[src/rtl/ipb_pkg.sv]
// Shared constants and helpers for the instruction prefetch buffer.
package ipb_pkg;

    localparam int          XLEN             = 32;
    localparam logic [31:0] RESET_PC_DEFAULT = 32'h0000_0000;
    localparam logic [31:0] INST_NOP         = 32'h0000_0013;

    // Width needed to hold a count ranging over 0..depth inclusive.
    function automatic int cnt_width(input int depth);
        return $clog2(depth + 1);
    endfunction

endpackage

[src/rtl/ipb_fifo.sv]
// Synchronous FIFO holding {pc, instruction} pairs.
// The head is kept in a register, so it holds its last value while the FIFO is empty.
module ipb_fifo import ipb_pkg::*; #(
    parameter int DEPTH = 4,
    parameter int WIDTH = 64,
    parameter int CW    = cnt_width(DEPTH)
) (
    input  logic             clk,
    input  logic             reset,
    input  logic             push,
    input  logic [WIDTH-1:0] push_data,
    input  logic             pop,
    input  logic             flush,
    output logic [CW-1:0]    count,
    output logic [WIDTH-1:0] head
);

    localparam int PW = $clog2(DEPTH);

    logic [WIDTH-1:0] mem [DEPTH];
    logic [PW-1:0]    rd_ptr_reg, rd_ptr_next;
    logic [PW-1:0]    wr_ptr_reg, wr_ptr_next;
    logic [CW-1:0]    count_reg, count_next;
    logic [WIDTH-1:0] head_reg, head_next;
    logic             do_push, do_pop;

    assign do_pop  = pop && (count_reg != '0);
    assign do_push = push && !flush;

    always_comb begin
        rd_ptr_next = rd_ptr_reg;
        wr_ptr_next = wr_ptr_reg;
        count_next  = count_reg;
        head_next   = head_reg;
        if (flush) begin
            rd_ptr_next = '0;
            wr_ptr_next = '0;
            count_next  = '0;
        end else begin
            if (do_pop)  rd_ptr_next = rd_ptr_reg + PW'(1);
            if (do_push) wr_ptr_next = wr_ptr_reg + PW'(1);
            count_next = count_reg + CW'(do_push) - CW'(do_pop);
            // The new head is the word being written when it lands in the head slot.
            if (count_next != '0) begin
                if (do_push && (wr_ptr_reg == rd_ptr_next))
                    head_next = push_data;
                else
                    head_next = mem[rd_ptr_next];
            end
        end
    end

    always_ff @(posedge clk) begin
        if (do_push)
            mem[wr_ptr_reg] <= push_data;
    end

    always_ff @(posedge clk) begin
        if (reset) begin
            rd_ptr_reg <= '0;
            wr_ptr_reg <= '0;
            count_reg  <= '0;
            head_reg   <= '0;
        end else begin
            rd_ptr_reg <= rd_ptr_next;
            wr_ptr_reg <= wr_ptr_next;
            count_reg  <= count_next;
            head_reg   <= head_next;
        end
    end

    assign count = count_reg;
    assign head  = head_reg;

endmodule

[src/rtl/inst_prefetch_buffer.sv]
// Instruction prefetch front-end: credit-limited sequential fetch, in-order response buffering, redirect flush.
// Optional macro IPB_BYPASS_EN forwards a response straight to the core when the buffer is empty.
module inst_prefetch_buffer import ipb_pkg::*; #(
    parameter int              XLEN     = ipb_pkg::XLEN,
    parameter int              DEPTH    = 4,
    parameter logic [XLEN-1:0] RESET_PC = XLEN'(RESET_PC_DEFAULT)
) (
    input  logic            clk,
    input  logic            reset,
    input  logic            redirect_valid,
    input  logic [XLEN-1:0] redirect_pc,
    output logic            mem_req_valid,
    input  logic            mem_req_ready,
    output logic [XLEN-1:0] mem_req_addr,
    input  logic            mem_rsp_valid,
    input  logic [XLEN-1:0] mem_rsp_data,
    output logic            inst_valid,
    input  logic            inst_ready,
    output logic [XLEN-1:0] inst_pc,
    output logic [XLEN-1:0] inst_data
);

    localparam int CW = cnt_width(DEPTH);

    logic [XLEN-1:0]   fetch_pc_reg, fetch_pc_next;
    logic [XLEN-1:0]   rsp_pc_reg, rsp_pc_next;
    logic [XLEN-1:0]   redirect_target;
    logic [CW-1:0]     outstanding_reg, outstanding_next;
    logic [CW-1:0]     drop_reg, drop_next;
    logic [CW-1:0]     fifo_count;
    logic [CW:0]       credit_used;
    logic [2*XLEN-1:0] fifo_head;
    logic              req_fire, rsp_accept, fifo_push, fifo_pop;

    assign redirect_target = {redirect_pc[XLEN-1:2], 2'b00};
    assign credit_used     = {1'b0, fifo_count} + {1'b0, outstanding_reg};

    // Buffered plus in-flight words never exceed DEPTH, so a response always has a slot.
    assign mem_req_valid = !reset && !redirect_valid && (credit_used < (CW+1)'(DEPTH));
    assign mem_req_addr  = fetch_pc_reg;
    assign req_fire      = mem_req_valid && mem_req_ready;
    assign rsp_accept    = mem_rsp_valid && (drop_reg == '0) && !redirect_valid;
    assign fifo_pop      = inst_ready && (fifo_count != '0);

`ifdef IPB_BYPASS_EN
    logic bypass_hit;
    assign bypass_hit = rsp_accept && (fifo_count == '0);
    assign inst_valid = (fifo_count != '0) || bypass_hit;
    assign inst_pc    = bypass_hit ? rsp_pc_reg   : fifo_head[2*XLEN-1:XLEN];
    assign inst_data  = bypass_hit ? mem_rsp_data : fifo_head[XLEN-1:0];
    assign fifo_push  = rsp_accept && !(bypass_hit && inst_ready);
`else
    assign inst_valid = (fifo_count != '0);
    assign inst_pc    = fifo_head[2*XLEN-1:XLEN];
    assign inst_data  = fifo_head[XLEN-1:0];
    assign fifo_push  = rsp_accept;
`endif

    always_comb begin
        fetch_pc_next    = fetch_pc_reg;
        rsp_pc_next      = rsp_pc_reg;
        drop_next        = drop_reg;
        outstanding_next = outstanding_reg + CW'(req_fire) - CW'(mem_rsp_valid);
        if (redirect_valid) begin
            // Everything still in flight belongs to the abandoned path.
            fetch_pc_next = redirect_target;
            rsp_pc_next   = redirect_target;
            drop_next     = outstanding_next;
        end else begin
            if (req_fire)
                fetch_pc_next = fetch_pc_reg + XLEN'(4);
            if (rsp_accept)
                rsp_pc_next = rsp_pc_reg + XLEN'(4);
            else if (mem_rsp_valid && (drop_reg != '0))
                drop_next = drop_reg - CW'(1);
        end
    end

    always_ff @(posedge clk) begin
        if (reset) begin
            fetch_pc_reg    <= RESET_PC;
            rsp_pc_reg      <= RESET_PC;
            outstanding_reg <= '0;
            drop_reg        <= '0;
        end else begin
            fetch_pc_reg    <= fetch_pc_next;
            rsp_pc_reg      <= rsp_pc_next;
            outstanding_reg <= outstanding_next;
            drop_reg        <= drop_next;
        end
    end

    ipb_fifo #(
        .DEPTH (DEPTH),
        .WIDTH (2*XLEN),
        .CW    (CW)
    ) u_fifo (
        .clk       (clk),
        .reset     (reset),
        .push      (fifo_push),
        .push_data ({rsp_pc_reg, mem_rsp_data}),
        .pop       (fifo_pop),
        .flush     (redirect_valid),
        .count     (fifo_count),
        .head      (fifo_head)
    );

endmodule

[config.mk]
export PLATFORM = sky130hd
export DESIGN_NAME = inst_prefetch_buffer
export DESIGN_NICKNAME = d
export VERILOG_FILES = /design/src/rtl/ipb_pkg.sv /design/src/rtl/ipb_fifo.sv /design/src/rtl/inst_prefetch_buffer.sv
export SDC_FILE = /design/constraint.sdc
export NUM_CORES = 1
export LEC_CHECK = 0
export ABC_AREA = 1
export CORE_MARGIN = 5
export CORE_UTILIZATION = 31
export DETAILED_ROUTE_END_ITERATION = 6
export DONT_BUFFER_PORTS = 1
export GPL_TIMING_DRIVEN = 0
export PLACE_DENSITY = 0.58
export SETUP_SLACK_MARGIN = 0.15
export SLEW_MARGIN = 20
export SYNTH_ARGS = -nofsm -noshare
export SYNTH_HDL_FRONTEND = slang
export SYNTH_SLANG_ARGS = --single-unit
[constraint.sdc]
create_clock -name clk -period 3.8 [get_ports clk]
set_input_delay 0.38 -clock clk [delete_from_list [all_inputs] [get_ports clk]]
set_output_delay 0.38 -clock clk [all_outputs]
set_load 0.02 [all_outputs]
* After elaboration in Yosys (flattened, before gate mapping)
Memory sizes are Yosys's and may differ from the RTL's. A register that Yosys moved wholly into a read port is not among the register bits.
Index checks and enable logic that the tools add are counted.
** Storage, ports and cells
- Register bits :: 77
- Memory bits (writable) :: 256
- Input port bits :: 70
- Word-level logic and storage cells :: 55
- Memories kept :: 1
** Operators by class
- Add/subtract/negate cells :: 10
- Magnitude comparators :: 1
- Equal/unequal tests :: 1
- Mux-type cells :: 11
- Bitwise operators :: 1
- Reduce and logical (&&, ||, !) cells :: 21
** Memories
- u_fifo.mem :: words 4, bits a word 64, read ports 1, clocked after Yosys merged registers in 1, wr ports 1, RTL line ipb_fifo.sv:20 : logic [WIDTH-1:0] mem [DEPTH];
** Operators with widths (count)
- 32-bit two-way mux :: 4
- 32-bit by 3-bit adder with 32-bit output (second input constant) :: 2
- 1-bit logical AND :: 9
- 3-bit two-way mux :: 3
- 3-bit nonzero test :: 3
- 3-bit by 1-bit adder with 3-bit output :: 2
- 2-bit nonzero test :: 3
- 3-bit by 1-bit subtractor with 3-bit output :: 2
- 2-bit by 1-bit adder with 2-bit output (second input constant) :: 2
- 3-bit by 3-bit adder with 4-bit output :: 1
- 4-bit by 3-bit < comparator with 1-bit output (second input constant) :: 1
- 2-bit two-way mux :: 2
- 2-bit AND reduction :: 2
- 3-bit zero test :: 1
- 3-bit by 1-bit subtractor with 3-bit output (second input constant) :: 1
- 1-bit zero test :: 2
- 1-bit two-way mux :: 2
- 2-bit inequality test (second input constant) :: 1
- 2-bit OR reduction :: 1
- 1-bit NOT :: 1

* Depth between registers and ports, before layout
Gate-level depths: netlist of run 1.
- Word-level depth :: 8
- Depth in mapped cells :: 18

* By module
Synthesis of run 1 repeated with hierarchy kept, for this count alone.
** Second synthesis, totals
- Cells, all modules :: 2323
- Area total of the unflattened synthesis :: 19408.6 um2
** By module, submodules not included
- ipb_fifo :: times used 1, cells an instance 1581, area an instance 14971.9 um2, sequential area each 9108.7 um2
- inst_prefetch_buffer :: times used 1, cells an instance 742, area an instance 4436.8 um2, sequential area each 1321.3 um2

* Worst setup path after synthesis of run 1
No wires, ideal clock.
- Path kind :: register to register
- From :: register drop_reg[0]
- To :: memory u_fifo.mem[0][0], enable pin
- Setup time :: 0.482 ns
- Data arrival time :: 3.658 ns
- Required time :: 3.318 ns
- Setup slack :: -0.340 ns
- Cell stages (with the launch flop) :: 7
- Path buffers :: 0
- Cells stage by stage :: dfxtp_1 inv_1 ha_1 nand3_1 nor2_4 inv_2 nor2_1
** Between the ends
- Cells in the longest elaborated chain, start to end :: 6
** Ends and longest elaborated chain
- start, declared :: RTL line inst_prefetch_buffer.sv:29 : logic [CW-1:0] drop_reg, drop_next;
- start signal, assigned :: RTL line inst_prefetch_buffer.sv:89 : drop_reg <= drop_next;
- 3-bit zero test :: RTL line inst_prefetch_buffer.sv:42 : assign rsp_accept = mem_rsp_valid && (drop_reg == '0) && !redirect_valid;
- 1-bit logical AND (2 in series) :: RTL line inst_prefetch_buffer.sv:42
- 1-bit logical AND :: RTL line ipb_fifo.sv:28 : assign do_push = push && !flush;
- 1-bit two-way mux :: RTL line ipb_fifo.sv:54 : if (do_push)
- 1-bit two-way mux (not written as such) :: RTL line ipb_fifo.sv:55 : mem[wr_ptr_reg] <= push_data;
- end, declared :: RTL line ipb_fifo.sv:20
No other way between the ends.

* Worst setup path after layout of run 1
- From :: register drop_reg[1]
- To :: register u_fifo.head_reg[1], in the netlist u_fifo.head[1] (read register of u_fifo.mem)
** Between the ends
- Cells in the longest elaborated chain, start to end :: 8
** Ends and longest elaborated chain
- 3-bit zero test :: RTL line inst_prefetch_buffer.sv:42
- 1-bit logical AND (2 in series) :: RTL line inst_prefetch_buffer.sv:42
- 1-bit logical AND :: RTL line ipb_fifo.sv:28
- named net u_fifo.do_push :: RTL line ipb_fifo.sv:25 : logic do_push, do_pop;
- 3-bit by 1-bit adder with 3-bit output :: RTL line ipb_fifo.sv:42 : count_next = count_reg + CW'(do_push) - CW'(do_pop);
- 3-bit by 1-bit subtractor with 3-bit output :: RTL line ipb_fifo.sv:42
- 3-bit nonzero test :: RTL line ipb_fifo.sv:44 : if (count_next != '0) begin
- 2-bit AND reduction (no line)
- end, declared :: RTL line ipb_fifo.sv:24 : logic [WIDTH-1:0] head_reg, head_next;
The timed path passes the listed nets, and every way through them passes these cells.
A chain may end at the register's enable or synchronous reset.

==> results of run 1 <==
[per-stage QoR]
stage          hold WS [ns]  setup WS, ns  instances  utilization [%]  area (um2)
6_report             0.0251         0.310       3183             36.8       22200
5_1_grt              0.0109         0.126       3182             36.8       22200
4_1_cts            0.000811         0.195       3180             36.7       22100
3_5_place_dp          0.480         -1.34       3048             33.4       20100
3_3_place_gp          0.479         -3.31       3036             32.9       19800
2_1_floorplan         0.472        -0.340       2254                -       18800
[cells by family (layout without fill, tap and decap cells)]
kind of cell	Yosys count	count (layout)	synth area share [%]
fa+ha+maj	16	16	1.14
compound gates	183	183	5.13
other cells	1	5	0.0199
xor+xnor	33	33	1.54
flops	383	383	53.9
simple gates	1098	1099	26.9
buf+inv	537	682	11.3
[area by class of cell]
| type | instances | share of cell area (%) |
|---|---|---|
| Multi-Input combinational cell | 1335 | 29.9 |
| Sequential cell | 383 | 45.8 |
| Antenna cell | 1 | 0.0113 |
| Clock buffer | 67 | 5.73 |
| Buffer | 123 | 2.80 |
| Timing Repair Buffer | 59 | 3.39 |
| Inverter | 414 | 7.03 |
| Clock inverter | 19 | 0.875 |
| Tap cell | 782 | 4.42 |
[cells in the mapped netlist (6+ instances only)]
master	count	area, um2
a21oi_1	107	536
a31oi_1	15	93.8
buf_1	8	30.0
buf_2	54	270
buf_4	14	105
clkbuf_1	47	176
dfxtp_1	135	2700
edfxtp_1	248	7450
ha_1	14	175
inv_1	395	1480
inv_2	15	56.3
nand2_1	517	1940
nand2_2	9	56.3
nand3_1	300	1500
nand3b_1	70	526
nand4_1	73	457
nor2_1	95	357
nor3_1	23	115
o21ai_0	39	195
o21ai_1	10	50.1
xnor2_1	6	52.6
xor2_1	27	236
[report_power, final]
group / internal (mW) / switching [mW] / total (mW)
clock: 2.48 / 1.81 / 4.29
sequential: 4.78 / 0.561 / 5.34
combinational: 0.643 / 1.30 / 1.95
[per-layer routing]
| layer | up-vias | share of wire, % | global-route usage, % | wire length [um] |
|---|---|---|---|---|
| met3 | 109 | 9.5 | 5.52 | 5690 |
| met4 | 2 | 3.1 | 5.07 | 1840 |
| li1 | 7562 | - | - | - |
| met1 | 7346 | 42 | 22.8 | 25100 |
| met5 | - | 0.022 | 0 | 13 |
| met2 | 630 | 46 | 28.2 | 27500 |
[worst min path at each step]
stage	start	to	cells past startpoint
2_1_floorplan	drop_reg[1]$_SDFFE_PP0P_	drop_reg[1]$_SDFFE_PP0P_	2
3_3_place_gp	mem_rsp_data[18]	u_fifo.mem[2][18]$_DFFE_PP_	0
3_5_place_dp	mem_rsp_data[7]	u_fifo.mem[1][7]$_DFFE_PP_	0
4_1_cts	redirect_pc[6]	rsp_pc_reg[6]$_SDFFE_PP0P_	2
5_1_grt	redirect_pc[6]	rsp_pc_reg[6]$_SDFFE_PP0P_	2
6_report	redirect_pc[28]	mem_req_addr[28]$_SDFFE_PP0P_	2
[cell usage in the layout (no fill, tap or decap), types with 27 or more instances in the layout]
cell type and n:
nand4_1 73, o21ai_0 39, nand3_1 298, edfxtp_1 248, clkbuf_1 58, clkbuf_16 46
a21oi_1 107, inv_1 395, nand3b_1 70, nand2_1 516, xor2_1 27, buf_2 57
dfxtp_1 135, dlygate4sd3_1 45, nor2_1 91
[what timing repair did]
action / 4_1_cts / 5_1_grt
hold endpoints to repair: 140 / 0
hold buffers: 45 / 0
pin swaps: 1 / 3
setup endpoints to repair: 62 / 60
cloned: 0 / 1
resized for setup: 20 / 13
buffers inserted: 1 / 1
==> qor.csv, run 1 <==
metric,value,unit
total CTS buffers,46,
Worst Setup SP,drop_reg[1]$_SDFFE_PP0P_,
Setup crit end kind,flop,
RSZ-0062 raised after global routing,no,
IO buf count,0,
drt initial violations,1478,
most frequent cell on the critical path,inv_1,
Worst-path clk slew,0.06,ns
Pre-Repair DR Iteration Count,6,
TritonCTS clock tree,built,
Die X-Extent,256,um
Routed Antenna Nets,0,
Critical R2R Capture,u_fifo.head[1]$_SDFFE_PP0P_,
critical path's largest stage delay,0.40,ns
drt wl/cell,18.9,um
root buf cell,clkbuf_16,
Power Dens Cells,522,nW/um2
WP buf/inv,7,
die height,256,um
I/O pin count,168,
final hold violation count,0,
Power Total,11.6,mW
slew of the pin with the lowest slew margin,0.854,ns
WP data required,4.33,ns
worst hold path type,in2reg,
starting density of the core,31.2,%
synthesized instance count,2251,
Leak,9.27,nW
Critical Path Sink,u_fifo.head[1]$_SDFFE_PP0P_,
Longest Clk Path Bufs,3,
"Slew Viols, Final",0,
ys flop type,edfxtp_1,
critical path launch point type,flop,
final setup violation count,0,
max cap viols,0,
Post-DP HPWL,41.2,mm
clk sinks,383,
Cell Rows,90,
Fillers,6063,
H-Tree Depth,2,
setup TNS,0,ns
"Seq/Total Area, Yosys",53.9,%
synthesized cell area,18800,um2
critical path's slowest cell,fa_1,
die area,65700,um2
global-route wire length before repair,90.8,mm
core region area,60200,um2
fraction of layout cells with a size suffix above 1,8.38,%
initial antenna violation count,2,
Final Cycle Share,91.8,%
CP max FO,10,
ys async rst share,0,%
worst rel slew slack,43.1,%
total grt overflow,0,
Max IR drop VDD,0.317,mV
Final min period,3.49,ns
YS warnings,0,
skew final,0.0362,ns
Sequential Area,10100,um2
largest net degree at the start of global routing,23,
number of synthesized flops with an enable pin,248,
crit path DAT,4.02,ns
gr usage total,17.5,%
Crit Reg-Reg Startpoint,drop_reg[1]$_SDFFE_PP0P_,
DR DRC count,0,
outcome,"complete, no violations",
Worst path top cell family by delay,simple AND/OR/NAND/NOR gates,
vias in the first global route,15291,
P&R area growth vs syn,17.8,%
max reg flops,248,
"FF+latch count, synth",383,
Clock Latency Late Sink,0.60,ns
f_max,287,MHz
mean post-synth cell area,8.36,um2
Reg2Reg Depth,18,
unique cell type count in the Yosys netlist,40,
Nets,2448,
multi-input logic area,6640,um2
via count,15649,
worst reg2reg setup slack,0.31,ns
cell chain of the critical path,inv_1 > ha_2 > nand3_4 > nor2_4 > buf_8 > buf_6 > ha_1 > inv_1 > fa_1 > xnor2_2 > xor2_1 > nand3_4 > nand2_8 > inv_6 > clkbuf_4 > nand3_1 > nand2_1 > inv_1,
Crit Path Category,reg2reg,
critical path depth in cells,18,
Placer Congestion,0.922,
via/cell ratio,4.92,
overall routed net length,60.2,mm
(Power assumes the default switching activity.)
==> run 2: changes to the inputs <==
Settings changed: CELL_PAD_IN_SITES_DETAIL_PLACEMENT set to 2, CELL_PAD_IN_SITES_GLOBAL_PLACEMENT set to 2, PLACE_DENSITY 0.58 to 0.81.
==> qor.csv, run 2 (synthesis results as in run 1) <==
metric,value,unit,change
Placer Congestion,0.879,,-4.6%
"Slew Viols, Final",0,,unchanged
die height,256,um,unchanged
WP data required,4.30,ns,-0.03 ns
final setup violation count,0,,unchanged
vias in the first global route,18813,,+23%
max cap viols,0,,unchanged
Worst-path clk slew,0.07,ns,about the same
total CTS buffers,46,,unchanged
worst hold path type,in2reg,,
RSZ-0062 raised after global routing,no,,
total grt overflow,0,,unchanged
P&R area growth vs syn,18.6,%,
drt initial violations,1025,,-31%
Max IR drop VDD,0.279,mV,-12%
largest net degree at the start of global routing,23,,unchanged
I/O pin count,168,,unchanged
outcome,"complete, no violations",,
Crit Path Category,reg2reg,,
Fillers,6664,,+9.9%
Post-DP HPWL,51.8,mm,+26%
starting density of the core,31.2,%,unchanged
drt wl/cell,23.9,um,+26%
H-Tree Depth,2,,unchanged
Nets,2454,,+0.25%
critical path launch point type,flop,,
Final min period,3.49,ns,+0.00404 ns
clk sinks,383,,unchanged
core region area,60200,um2,unchanged
initial antenna violation count,1,,-1
Cell Rows,90,,unchanged
Leak,9.34,nW,+0.79%
Final Cycle Share,91.9,%,+0.11 points
max reg flops,248,,unchanged
overall routed net length,76.0,mm,+26%
TritonCTS clock tree,built,,
CP max FO,10,,unchanged
gr usage total,22.3,%,+4.8 points
"commonest cells after routing, fill and taps aside","nand2_1 (516), inv_1 (395), nand3_1 (298)",,
skew final,0.0340,ns,-0.00221 ns
Setup crit end kind,flop,,
slew of the pin with the lowest slew margin,0.920,ns,+0.0660 ns
worst rel slew slack,38.7,%,-4.4 points
"commonest non-fill, non-tap cell in the layout",nand2_1,,
Longest Clk Path Bufs,3,,unchanged
Inst Count DP,3048,,unchanged
fraction of layout cells with a size suffix above 1,8.69,%,+0.32 points
global-route wire length before repair,115,mm,+27%
"Core Util, Final",37.1,%,+0.27 points
Die X-Extent,256,um,unchanged
Hold Slack,0.0308,ns,+0.00574 ns
IO buf count,0,,unchanged
die area,65700,um2,unchanged
DR DRC count,0,,unchanged
Routed Antenna Nets,0,,unchanged
Power Dens Cells,541,nW/um2,+3.6%
Pre-Repair DR Iteration Count,5,,-1
Clock Latency Late Sink,0.61,ns,about the same
final hold violation count,0,,unchanged
via count,16729,,+6.9%
root buf cell,clkbuf_16,,
Finished Layout Cells,3187,,+0.13%
via/cell ratio,5.25,,+6.8%
Ant. Diodes,0,,-1
f_max,286,MHz,-0.12%
crit path DAT,4.00,ns,-0.02 ns
run 2: changes by cell type in the layout (fill, tap and decap cells not counted), sizes merged:
cell,delta
diode,-1
buf,+1
inv,-4
dlygate4sd3,+5
clkinv,+1
clkinvlp,+2
bufinv,+3
clkbuf,-3
run 2: path summary, 6_finish.rpt:
path | slack (ns) | cells past startpoint | start | to
worst max-delay path | 0.31 | 19 | drop_reg[0]$_SDFFE_PP0P_ | u_fifo.head[16]$_SDFFE_PP0P_
worst min-delay path | 0.03 | 4 | redirect_pc[20] | rsp_pc_reg[20]$_SDFFE_PP0P_
worst max register to register | 0.31 | 19 | drop_reg[0]$_SDFFE_PP0P_ | u_fifo.head[16]$_SDFFE_PP0P_
worst min register to register | 0.53 | 2 | drop_reg[1]$_SDFFE_PP0P_ | drop_reg[1]$_SDFFE_PP0P_
run 2: stage by stage:
| step | instance area (um2) | setup slack (ns) | total power, mW | TNS, ns |
|---|---|---|---|---|
| 5_1_grt | 22300 | 0.216 | 12.6 | 0 |
| 3_5_place_dp | 20100 | -1.70 | 7.36 | -98.81 |
| 2_1_floorplan | 18800 | -0.340 | 6.55 | -84.38 |
| 3_3_place_gp | 19800 | -3.53 | 7.18 | -899.22 |
| 4_1_cts | 22300 | 0.189 | 12.1 | 0 |
| 6_report | 22300 | 0.306 | 12.1 | 0 |
run 2: critical path, cell delays in order (launching register included):
cell and delay, ns:
dfxtp_1 0.32, inv_1 0.10, ha_1 0.22, nand3_4 0.12
nor2_4 0.20, buf_12 0.19, buf_6 0.17, ha_1 0.15
inv_1 0.05, fa_1 0.41, xnor2_2 0.16, xor2_1 0.14
buf_4 0.15, nand3_4 0.13, nand2_8 0.16, inv_12 0.16
buf_4 0.20, nand3_1 0.18, nand2_1 0.12, inv_1 0.04
run 2: area by class of cell:
| type | count | area (um2) | share of cell area, % |
|---|---|---|---|
| plain buffers | 123 | 641 | 2.87 |
| well taps | 782 | 978 | 4.38 |
| clock inverters | 21 | 265 | 1.19 |
| repair buffers | 65 | 823 | 3.69 |
| inverters | 414 | 1570 | 7.02 |
| flip-flops and latches | 383 | 10100 | 45.5 |
| clock buffers | 64 | 1270 | 5.68 |
| multi-input cells | 1335 | 6630 | 29.7 |
run 2: what timing repair did:
item                       in CTS  in global routing
hold endpoints to repair      150                  0
setup buffers                   2                  1
pin swaps                       2                  2
resized for setup              34                  8
setup endpoints to repair      63                 53
cloned                          1                  0
hold buffers                   50                  0
run 2: where the power goes:
part	total [mW]	leakage (nW)	switching (mW)	internal, mW
sequential	5.36	3.37	0.581	4.78
clock	4.58	0.753	1.89	2.69
combinational	2.14	5.22	1.48	0.669
total	12.1	9.34	3.95	8.13
run 2: per-layer routing:
| metal | routed length (um) | share of wire [%] | track usage [%] | up-vias |
|---|---|---|---|---|
| met5 | 0 | 0 | 0 | - |
| met4 | 1960 | 2.6 | 6.32 | 0 |
| met3 | 4890 | 6.4 | 5.33 | 126 |
| met2 | 38800 | 51 | 40.6 | 465 |
| met1 | 30400 | 40 | 26.3 | 8579 |
| li1 | - | - | - | 7559 |
==> run 3: changes to the inputs <==
Settings changed: PLACE_DENSITY 0.81 to 0.78.
Clock period 3.8 ns to 3.55 ns, I/O delays scaled along.
==> qor.csv, run 3 (synthesis results as in run 1) <==
metric,value,unit,change
outcome,"complete, no violations",,
f_max,305,MHz,+6.7%
H-Tree Depth,2,,unchanged
Leak,9.37,nW,+0.28%
via/cell ratio,5.14,,-2.0%
worst hold path type,in2reg,,
Final min period,3.28,ns,-0.219 ns
"commonest cells after routing, fill and taps aside","nand2_1 (516), inv_1 (393), nand3_1 (297)",,
combinational cell fraction of total power,17.6,%,about the same
P_sw,4.10,mW,+3.8%
drt initial violations,905,,-12%
total CTS buffers,47,,+2.2%
crit path DAT,3.79,ns,-0.21 ns
Longest Clk Path Bufs,3,,unchanged
Placer Congestion,0.847,,-3.7%
vias in the first global route,18516,,-1.6%
DR DRC count,0,,unchanged
final hold violation count,0,,unchanged
starting density of the core,31.2,%,unchanged
Cell Rows,90,,unchanged
multi-input logic area,6660,um2,+0.41%
Critical Path Sink,u_fifo.head[62]$_SDFFE_PP0P_,,
Post-DP Area,20200,um2,+0.14%
worst reg2reg setup slack,0.27,ns,-0.03 ns
Clock Latency Late Sink,0.59,ns,-0.02 ns
skew final,0.0257,ns,-0.00828 ns
die area,65700,um2,unchanged
Final Cycle Share,92.3,%,+0.31 points
Sequential Area,10200,um2,about the same
Clk pwr share,37.6,%,-0.3 points
Power Dens Cells,571,nW/um2,+5.5%
Routed Antenna Nets,0,,unchanged
via count,16434,,-1.8%
I/O pin count,168,,unchanged
"Slew Viols, Final",0,,unchanged
setup TNS,0,ns,unchanged
IO buf count,0,,unchanged
Max IR drop VDD,0.300,mV,+7.5%
Setup crit end kind,flop,,
TritonCTS clock tree,built,,
largest net degree at the start of global routing,23,,unchanged
die height,256,um,unchanged
drt wl/cell,22.9,um,-3.8%
Crit Path Category,reg2reg,,
Final Cell Area,22400,um2,+0.37%
max reg flops,248,,unchanged
core region area,60200,um2,unchanged
Crit Reg-Reg Startpoint,drop_reg[0]$_SDFFE_PP0P_,,
Inst Count DP,3049,,+0.033%
Fillers,6640,,-0.36%
switching share of power,32.0,%,-0.66 points
fraction of layout cells with a size suffix above 1,8.79,%,+0.099 points
RSZ-0062 raised after global routing,yes,,
final setup violation count,0,,unchanged
WP data required,4.07,ns,-0.23 ns
slew of the pin with the lowest slew margin,0.862,ns,-0.0581 ns
overall routed net length,73.3,mm,-3.6%
Power Total,12.8,mW,+5.9%
critical path launch point type,flop,,
P&R area growth vs syn,19.1,%,
CP max FO,10,,unchanged
worst rel slew slack,42.5,%,+3.9 points
Critical R2R Capture,u_fifo.head[62]$_SDFFE_PP0P_,,
Hold Slack,0.0224,ns,-0.00843 ns
Finished Layout Cells,3195,,+0.25%
Worst Setup SP,drop_reg[0]$_SDFFE_PP0P_,,
clk sinks,383,,unchanged
max cap viols,0,,unchanged
"commonest non-fill, non-tap cell in the layout",nand2_1,,
total grt overflow,0,,unchanged
Die X-Extent,256,um,unchanged
initial antenna violation count,3,,+2
root buf cell,clkbuf_16,,
Nets,2459,,+0.20%
Worst-path clk slew,0.06,ns,about the same
Int Power,8.70,mW,+7.0%
global-route wire length before repair,112,mm,-2.8%
Seq pwr share,44.8,%,+0.4 points
Pre-Repair DR Iteration Count,5,,unchanged
gr usage total,21.8,%,-0.59 points
Post-DP HPWL,50.8,mm,-1.8%
Reg2Reg Depth,18,,-1
[run 3: cell types whose count changed in the layout (fill, tap and decap cells not counted), sizes merged]
cell,previous run,this run
clkinv,17,22
buf,90,93
dlygate4sd3,50,52
bufinv,5,4
clkbuf,112,111
clkinvlp,2,1
diode,0,1
[run 3: worst min path at each step]
stage / endpoint / startpoint / slack [ns] / depth (start not counted)
finish: rsp_pc_reg[29]$_SDFFE_PP0P_ / redirect_pc[29] / 0.02 / 4
global route: mem_req_addr[11]$_SDFFE_PP0P_ / redirect_pc[11] / 0.03 / 2
CTS: rsp_pc_reg[29]$_SDFFE_PP0P_ / redirect_pc[29] / 0.003 / 4
detailed placement: u_fifo.mem[2][4]$_DFFE_PP_ / mem_rsp_data[4] / 0.45 / 0
global placement: u_fifo.mem[2][17]$_DFFE_PP_ / mem_rsp_data[17] / 0.45 / 0
floorplan: u_fifo.mem[0][0]$_DFFE_PP_ / mem_rsp_data[0] / 0.45 / 0
[run 3: stage by stage]
| step | setup WS [ns] | utilization [%] |
|---|---|---|
| after floorplan | -0.590 | - |
| after global placement | -3.88 | 32.9 |
| after detailed placement | -1.93 | 33.5 |
| after CTS | 0.167 | 37.1 |
| after global routing | 0.116 | 37.2 |
| final | 0.275 | 37.2 |
[run 3: power by group through the flow]
stage	registers [mW]	logic (mW)	clock network, mW
6_report	5.73	2.25	4.82
5_1_grt	5.77	2.50	5.12
3_3_place_gp	5.82	1.87	0
4_1_cts	5.73	2.24	4.90
3_5_place_dp	5.83	2.03	0
2_1_floorplan	5.67	1.34	0
[run 3: final cells by class]
| cell class | count | share of cell area [%] |
|---|---|---|
| clock buffers | 64 | 5.81 |
| multi-input cells | 1335 | 29.7 |
| inverters | 414 | 6.96 |
| flip-flops and latches | 383 | 45.3 |
| diodes | 1 | 0.0112 |
| repair buffers | 69 | 3.92 |
| clock inverters | 24 | 1.01 |
| well taps | 782 | 4.37 |
| plain buffers | 123 | 2.91 |
[run 3: repair_timing]
action	in CTS	in global routing
setup endpoints to repair	63	61
gates resized for setup	37	14
endpoints found under the hold margin	150	0
hold buffers	52	0
pin swaps	4	4
buffers inserted	4	0
gates cloned	1	0
[run 3: worst max-delay path, stage by stage, from the launching register on]
cell and delay, ns:
dfxtp_1 0.32, inv_2 0.09, ha_4 0.15, nand3_4 0.10, nor2_4 0.21, buf_12 0.15
buf_6 0.16, ha_1 0.19, inv_1 0.06, fa_1 0.40, xnor2_2 0.21, xor2_2 0.22
nand3_4 0.18, nand2_8 0.19, inv_6 0.10, buf_4 0.20, nand3_1 0.13, nand2_1 0.06
inv_1 0.05
[run 3: per-layer routing]
metal	vias up	routed length (um)	share of wire, %	track usage, %
li1	7570	-	-	-
met1	8368	30000	41	25.9
met2	392	37000	50	39.4
met3	102	4330	5.9	5.08
met4	2	1920	2.6	6.05
met5	-	11	0.015	0
